--- config.mk ---
export PLATFORM = sky130hd
export DESIGN_NAME = spi_word_assembler
export DESIGN_NICKNAME = d
export VERILOG_FILES = /design/src/rtl/spi_word_assembler_pkg.sv /design/src/rtl/spi_word_assembler_sync_fifo.sv /design/src/rtl/spi_word_assembler.sv
export SDC_FILE = /design/constraint.sdc
export NUM_CORES = 1
export LEC_CHECK = 0
export ABC_AREA = 1
export BUFFER_PORTS_ARGS = -buffer_cell sky130_fd_sc_hd__buf_2
export CORE_UTILIZATION = 30
export DETAILED_ROUTE_END_ITERATION = 12
export MAX_ROUTING_LAYER = met4
export PLACE_DENSITY = 0.43
export SKIP_CTS_REPAIR_TIMING = 1
export SLEW_MARGIN = 30
export SYNTH_ARGS = -nofsm -noshare
export SYNTH_HDL_FRONTEND = slang
export SYNTH_SLANG_ARGS = --single-unit
--- constraint.sdc ---
create_clock -name clk -period 7.82 [get_ports clk]
set_input_delay 1.173 -clock clk [delete_from_list [all_inputs] [get_ports clk]]
set_output_delay 1.173 -clock clk [all_outputs]
set_load 0.02 [all_outputs]
--- src/rtl/spi_word_assembler_pkg.sv ---
// spi_acc_pkg: shared constants, types and helpers for the SPI word assembler.
//   BYTE_W    : width of one received SPI byte
//   byte_t    : one received byte
//   cnt_width : bits needed to hold a count in the range 0..n
package spi_acc_pkg;

    localparam int BYTE_W = 8;

    typedef logic [BYTE_W-1:0] byte_t;

    function automatic int cnt_width(input int n);
        return $clog2(n + 1);
    endfunction

endpackage

--- src/rtl/spi_word_assembler_sync_fifo.sv ---
// sync_fifo: single-clock first-word-fall-through FIFO.
// The head entry appears on 'head' as soon as it is written; 'empty' low
// means 'head' is valid.
//   clk, rst  : clock, synchronous active-high reset
//   push      : write request for push_data
//   push_ok   : the write is accepted this cycle (not full, or a pop frees a slot)
//   pop       : remove the head entry (ignored when empty)
//   head      : current head entry
//   empty     : no entries stored
//   full      : DEPTH entries stored
module sync_fifo #(
    parameter int WIDTH = 8,
    parameter int DEPTH = 4
) (
    input  logic             clk,
    input  logic             rst,
    input  logic             push,
    input  logic [WIDTH-1:0] push_data,
    output logic             push_ok,
    input  logic             pop,
    output logic [WIDTH-1:0] head,
    output logic             empty,
    output logic             full
);

    localparam int AW = $clog2(DEPTH);

    // One extra pointer bit tells full from empty when the indices match.
    logic [AW:0]      rd_ptr;
    logic [AW:0]      wr_ptr;
    logic [WIDTH-1:0] mem [DEPTH];
    logic             pop_ok;

    assign empty   = (rd_ptr == wr_ptr);
    assign full    = (rd_ptr[AW] != wr_ptr[AW]) && (rd_ptr[AW-1:0] == wr_ptr[AW-1:0]);
    assign pop_ok  = pop && !empty;
    // A full FIFO still accepts a write when the head leaves in the same cycle.
    assign push_ok = push && (!full || pop_ok);
    assign head    = mem[rd_ptr[AW-1:0]];

    always_ff @(posedge clk) begin
        if (rst) begin
            rd_ptr <= '0;
            wr_ptr <= '0;
            for (int i = 0; i < DEPTH; i++) begin
                mem[i] <= '0;
            end
        end else begin
            if (push_ok) begin
                mem[wr_ptr[AW-1:0]] <= push_data;
                wr_ptr              <= wr_ptr + 1'b1;
            end
            if (pop_ok) begin
                rd_ptr <= rd_ptr + 1'b1;
            end
        end
    end

endmodule

--- src/rtl/spi_word_assembler.sv ---
// spi_word_assembler: packs bytes from the SPI slave receiver into
// WORD_BYTES-byte words and queues them in a DEPTH-entry output FIFO.
//   clk, rst       : clock, synchronous active-high reset
//   i_RX_DV        : byte-valid strobe, i_RX_Byte : received byte
//   i_frame_end    : 1-clk pulse at CS_n release (already synchronised)
//   i_clr_ovf      : clears o_overflow
//   o_word_valid / i_word_ready : output handshake, pop on valid && ready
//   o_word, o_word_bytes        : FIFO head data and its valid byte count
//   o_frame_err    : 1-clk pulse when a partial word is dropped
//   o_overflow     : sticky, a word was lost because the FIFO was full
// Optional build macro SPI_ACC_TIMEOUT_EN: a partial word is closed as if
// by a frame end after TIMEOUT_CYCLES cycles without a byte.
module spi_word_assembler
    import spi_acc_pkg::*;
#(
    parameter int WORD_BYTES     = 8,
    parameter int DEPTH          = 4,
    parameter int MSB_FIRST      = 1,
    parameter int FLUSH_PARTIAL  = 1,
    parameter int TIMEOUT_CYCLES = 1024
) (
    input  logic                                clk,
    input  logic                                rst,
    input  logic                                i_RX_DV,
    input  byte_t                               i_RX_Byte,
    input  logic                                i_frame_end,
    input  logic                                i_clr_ovf,
    output logic                                o_word_valid,
    input  logic                                i_word_ready,
    output logic [WORD_BYTES*BYTE_W-1:0]        o_word,
    output logic [cnt_width(WORD_BYTES)-1:0]    o_word_bytes,
    output logic                                o_frame_err,
    output logic                                o_overflow
);

    localparam int WORD_W  = WORD_BYTES * BYTE_W;
    localparam int CNT_W   = cnt_width(WORD_BYTES);
    localparam int ENTRY_W = WORD_W + CNT_W;

    logic [WORD_W-1:0] acc;
    logic [CNT_W-1:0]  cnt;
    logic [WORD_W-1:0] acc_b;
    logic [CNT_W-1:0]  cnt_b;
    logic              word_done;
    logic              frame_hit;
    logic              frame_evt;
    logic              timeout_hit;
    logic              push_n;
    logic              drop_n;

    logic              push_q;
    logic [WORD_W-1:0] push_word_q;
    logic [CNT_W-1:0]  push_bytes_q;

    logic               fifo_push_ok;
    logic               fifo_empty;
    logic               fifo_full;
    logic [ENTRY_W-1:0] fifo_head;

    // The byte is absorbed first; frame end then acts on the updated count.
    always_comb begin
        acc_b = acc;
        cnt_b = cnt;
        if (i_RX_DV) begin
            if (MSB_FIRST != 0) begin
                acc_b = {acc[WORD_W-BYTE_W-1:0], i_RX_Byte};
            end else begin
                for (int i = 0; i < WORD_BYTES; i++) begin
                    if (cnt == CNT_W'(i)) begin
                        acc_b[i*BYTE_W +: BYTE_W] = i_RX_Byte;
                    end
                end
            end
            cnt_b = cnt + CNT_W'(1);
        end
    end

    assign frame_evt = i_frame_end || timeout_hit;
    assign word_done = (cnt_b == CNT_W'(WORD_BYTES));
    // A completed word already cleared the count, so a coincident frame end
    // has nothing left to flush.
    assign frame_hit = frame_evt && (cnt_b != '0) && !word_done;
    assign push_n    = word_done || (frame_hit && (FLUSH_PARTIAL != 0));
    assign drop_n    = frame_hit && (FLUSH_PARTIAL == 0);

    always_ff @(posedge clk) begin
        if (rst) begin
            acc          <= '0;
            cnt          <= '0;
            push_q       <= 1'b0;
            push_word_q  <= '0;
            push_bytes_q <= '0;
            o_frame_err  <= 1'b0;
        end else begin
            push_q      <= push_n;
            o_frame_err <= drop_n;
            if (push_n) begin
                push_word_q  <= acc_b;
                push_bytes_q <= cnt_b;
            end
            if (word_done || frame_hit) begin
                acc <= '0;
                cnt <= '0;
            end else begin
                acc <= acc_b;
                cnt <= cnt_b;
            end
        end
    end

`ifdef SPI_ACC_TIMEOUT_EN
    localparam int IDLE_W = cnt_width(TIMEOUT_CYCLES);

    // Down-counter reloaded on each byte and whenever the word closes;
    // expiry (value 1 in a byte-free cycle) acts as a frame end.
    logic [IDLE_W-1:0] idle;

    assign timeout_hit = (cnt != '0) && !i_RX_DV && (idle == IDLE_W'(1));

    always_ff @(posedge clk) begin
        if (rst) begin
            idle <= IDLE_W'(TIMEOUT_CYCLES);
        end else if (i_RX_DV || word_done || frame_hit || (cnt == '0)) begin
            idle <= IDLE_W'(TIMEOUT_CYCLES);
        end else if (idle != '0) begin
            idle <= idle - IDLE_W'(1);
        end
    end
`else
    logic unused_timeout;

    assign timeout_hit    = 1'b0;
    assign unused_timeout = ^TIMEOUT_CYCLES;
`endif

    sync_fifo #(
        .WIDTH (ENTRY_W),
        .DEPTH (DEPTH)
    ) u_fifo (
        .clk       (clk),
        .rst       (rst),
        .push      (push_q),
        .push_data ({push_word_q, push_bytes_q}),
        .push_ok   (fifo_push_ok),
        .pop       (i_word_ready),
        .head      (fifo_head),
        .empty     (fifo_empty),
        .full      (fifo_full)
    );

    assign o_word_valid = !fifo_empty;
    assign o_word       = fifo_head[ENTRY_W-1:CNT_W];
    assign o_word_bytes = fifo_head[CNT_W-1:0];

    // Set has priority over a coincident clear so no loss goes unreported.
    always_ff @(posedge clk) begin
        if (rst) begin
            o_overflow <= 1'b0;
        end else if (push_q && !fifo_push_ok) begin
            o_overflow <= 1'b1;
        end else if (i_clr_ovf) begin
            o_overflow <= 1'b0;
        end
    end

endmodule
# Word level (Yosys, flattened, before mapping)

Memory sizes are Yosys's and may differ from the RTL's. A register that Yosys moved wholly into a read port is not among the register bits.
Index checks and enable logic that the tools add are counted.

Add/subtract/negate cells: 3
Equal/unequal tests: 4
Muxes and demuxes: 14
Reductions and logical operators: 16

Operator list:

| kind                                        | number |
|---|---|
| two-way mux 68 bit                          | 1 |
| OR reduction 68 bit                         | 1 |
| two-way mux 64 bit                          | 1 |
| two-way mux 1 bit                           | 8 |
| adder 3 x 1 -> 3 bit, second input constant | 2 |
| logical AND 1 bit                           | 6 |
| two-way mux 2 bit                           | 3 |
| adder 4 x 1 -> 4 bit, second input constant | 1 |
| == test 4 bit, second input constant        | 1 |
| logical NOT 1 bit                           | 4 |
| two-way mux 4 bit                           | 1 |
| nonzero test 4 bit                          | 1 |
| == test 3 bit                               | 1 |
| == test 2 bit                               | 1 |
| logical OR 1 bit                            | 2 |
| nonzero test 2 bit                          | 1 |
| OR reduction 2 bit                          | 1 |
| inequality test 1 bit                       | 1 |

Flip-flop bits (word level): 144
Memory bits (writable): 272
Bits of input ports: 14
Output and inout bits: 71
Logic and storage cells: 46
Memories: 1

Memory list:

| memory     | depth | bits a word | rd ports | clocked after memory_dff | wr ports | RTL line                           | source |
|---|---|---|---|---|---|---|---|
| u_fifo.mem | 4     | 68          | 1        | 1                        | 4        | spi_word_assembler_sync_fifo.sv:31 | `logic [WIDTH-1:0] mem [DEPTH];` |

# Depth between registers and ports, before layout

Depth after elaboration: 10
Mapped depth: 12
Depth with buffers taken out: 10

# By module

From an unflattened synthesis, not the netlist that was laid out.

Cell total of the unflattened synthesis: 1,813
Area total of the unflattened synthesis: 18,363.9 µm²

Modules (own cells, without submodules):

| module             | times used | cells an instance | area each (µm²) | seq. area each (µm²) |
|---|---|---|---|---|
| sync_fifo          | 1          | 1,110             | 12,743.5        | 8,328.0 |
| spi_word_assembler | 1          | 703               | 5,620.4         | 2,762.6 |

# Least setup slack after synthesis

OpenSTA, ideal clock, no wires.

Path type: input to register
From: in rst
To: mem u_fifo.mem[2][0] (netlist name) (enable)
Setup time: 0.589 ns
Arrival time: 6.490 ns
Required time: 7.231 ns
Setup slack: 0.742 ns
Stages on the path: 4
Path buffers: 1
Cells stage by stage: inv_1 buf_2 nand4_1 o21ai_0

RTL lines:

| element     | RTL line                           | source |
|---|---|---|
| from (decl) | spi_word_assembler.sv:23           | `input logic rst,` |
| to (decl)   | spi_word_assembler_sync_fifo.sv:31 |  |

==> results.py <==
metrics = {
    "logic_synthesis": {
        "syn_inst": 1812,
        "yosys_register_bits": 418,
        "yosys_warnings": 0,
        "synth_nets": 1829,
        "synth.distinct_cells": 25,
        "syn_area_um2": 17700,
        "yosysSeqAreaShare": 0.626,
        "avgSynthCellArea_um2": 9.77,
    },
    "worst_hold_path": {
        "hold_class": "register to register",
        "holdPathStages": 2,
        "hold_end": "push_word_q[24]$_SDFFE_PP0P_",
        "min_from": "push_word_q[24]$_SDFFE_PP0P_",
    },
    "route": {
        "firstDrtPassIters": 7,
        "drc": 0,
        "drt-vias-per-instance": 4.98,
        "ant_nets": 0,
        "wl_per_cell_um": 19.8,
        "wirelength_um": 51800,
        "drtIter0Drc": 896,
        "dr_total_vias": 13000,
    },
    "die": {
        "io_pins": 85,
        "coreArea_um2": 58000,
        "rows": 88,
        "initial_utilization": 0.305,
        "dieWidth_um": 245,
        "die_area_um2": 60000,
        "die_y_um": 245,
    },
    "timing": {
        "worst_pin_slew_ns": 0.908,
        "min_period_ns": 4.41,
        "finClkSkew_ns": 0.0195,
        "finalSetupViolCount": 0,
        "fin_setup_tns_ns": 0,
        "rsz0062_at_grt": "no",
        "final_hold_viol_count": 0,
        "fmax_ghz": 0.227,
        "drv_slew": 0,
        "maxSlewHeadroom": 0.394,
        "min_period_over_period": 0.564,
        "setup_slack_ns": 3.41,
    },
    "worst_setup_path": {
        "r2r_setup_slack_ns": 4.55,
        "timing.rr.start": "u_fifo.wr_ptr[1]$_SDFFE_PP0P_",
        "path_class": "register to primary output",
        "start_kind": "register",
        "end_kind": "primary output",
        "cp.arrival_ns": 3.23,
        "crit_required_ns": 6.65,
        "path_buf_inv": 3,
        "crit_chain": "inv_4 -> buf_4 -> o21ai_0 -> o22ai_1 -> buf_2",
        "critPathMaxStageDelay_ns": 0.72,
        "crit_slowest_cell": "inv_4",
        "r2r_end": "u_fifo.mem[3][41]$_DFFE_PP_",
        "critPathTopFamily": "buffers and inverters",
        "reg2regPathDepth": 10,
        "path_max_fanout": 72,
    },
    "clocking": {
        "cts_htree_levels": 2,
        "clkTransAtPathRegs_ns": 0.06,
        "cts-root-buf": "clkbuf_16",
        "cts_buffers": 45,
        "clk_latency_ns": 0.58,
        "cts_tree": "yes",
        "clock_sinks": 418,
        "cts_buffer_depth": 3,
    },
    "pwr": {
        "p_leak_uw": 0.00769,
        "ir_drop_v": 0.000151,
        "power.density_nw_per_um2": 287,
        "post-layout-total-power_uw": 5780,
    },
    "layout": {
        "final_cell_mix": "272 x edfxtp_1, 253 x nor2_1, 205 x nor3_1",
        "seqCellArea_um2": 11100,
        "multi_input_area_um2": 5400,
        "final_common_cell": "edfxtp_1",
        "nNetsFinal": 1833,
        "area_growth_pct": 13.8,
        "fill_cells": 5924,
        "diodes": 0,
        "drive_gt1_frac": 0.154,
    },
    "flow_run": {
        "maxCapViolCount": 0,
    },
    "place": {
        "place_congestion": 0.741,
        "port_buffers": 83,
        "pre_cts_ws_ns": 3.80,
        "dp_hpwl_um": 27400,
    },
    "grt": {
        "grt_pass1_vias": 13200,
        "grt_pass1_wl_um": 80400,
        "track_usage": 0.180,
        "antenna_found_initial": 0,
        "grt_start_max_net_pins": 90,
        "grt-ovfl-total": 0,
    },
    "status": {
        "status": "completed",
    },
}
[metal layers]
metal,up-vias,wire length (um),global-route usage
met2,222,24300,0.286
met1,6474,24600,0.239
met4,0,1030,0.0531
met5,-,0,-
met3,63,1870,0.0247
li1,6272,-,-
[through the flow]
step                      hold slack, ns   util  instances  instance area (um2)
after floorplan                    0.443      -       1812                17700
after global placement             0.457  0.321       2532                18600
after detailed placement           0.459  0.322       2534                18700
after CTS                          0.468  0.347       2618                20100
after global routing               0.483  0.347       2618                20200
final                              0.463  0.347       2618                20200
[sequential cells by signal, indices dropped and copies added, names as in the netlist, named ones only]
name / count
push_word_q: 64
u_fifo.mem: 272
o_overflow: 1
u_fifo.rd_ptr: 3
acc: 64
push_q: 1
cnt: 4
u_fifo.wr_ptr: 3
push_bytes_q: 4
[cell type report]
cell class / instances / area share
flip-flops and latches: 418 / 0.551
multi-input cells: 1085 / 0.268
clock buffers: 71 / 0.0658
well taps: 765 / 0.0475
repair buffers: 111 / 0.0335
inverters: 155 / 0.0291
clock inverters: 13 / 0.00565
[worst reg2reg max path, stage by stage (launching register included)]
cell and delay (ns):
dfxtp_1 0.36, inv_2 0.30, nand2_1 0.16, nand2_1 0.06
nor2_1 0.21, nand2_2 0.14, nand4_1 0.18, buf_6 0.61
inv_1 0.18, nor2_4 0.14, buf_4 0.53
[cells in the mapped netlist, drive strengths merged]
| cell type | n | area (um2) |
|---|---|---|
| nor2 | 284 | 1140 |
| edfxtp | 272 | 8170 |
| nor3 | 205 | 1030 |
| o21ai | 198 | 991 |
| inv | 155 | 582 |
| dfxtp | 146 | 2920 |
| nand2 | 101 | 387 |
| clkbuf | 93 | 349 |
| nand3 | 75 | 375 |
| nand4 | 71 | 444 |
| o22ai | 68 | 425 |
| or2 | 64 | 400 |
| buf | 61 | 344 |
| o21a | 9 | 67.6 |
| a21oi | 3 | 15.0 |
| ha | 3 | 37.5 |
| xor2 | 3 | 26.3 |
| conb | 1 | 3.75 |
[cell families (layout without fill, tap and decap cells)]
family          after synthesis  after routing  synth area share
compound gates              278            278            0.0847
flops                       418            418             0.626
buf+inv                     309            350            0.0720
simple gates                800            800             0.213
fa+ha+maj                     3              3           0.00212
other cells                   1              1          0.000212
xor+xnor                      3              3           0.00148
[where the power goes]
group	internal [uW]	switching, uW
Sequential	2500	73.4
Combinational	274	815
Clock	1230	887
Total	4000	1770
[how the worst max path moves through the flow]
stage	from	to	slack (ns)	cells after the start
after floorplan	rst	u_fifo.mem[2][0]$_SDFFCE_PN0P_	0.74	4
after global placement	i_RX_DV	acc[28]$_SDFF_PP0_	3.84	10
after detailed placement	i_RX_DV	acc[32]$_SDFF_PP0_	3.80	12
after CTS	register	o_word[41]	3.30	5
after global routing	register	o_word[10]	3.16	5
final	register	o_word[43]	3.41	5
No activity file was read; power rests on OpenSTA's default activity.
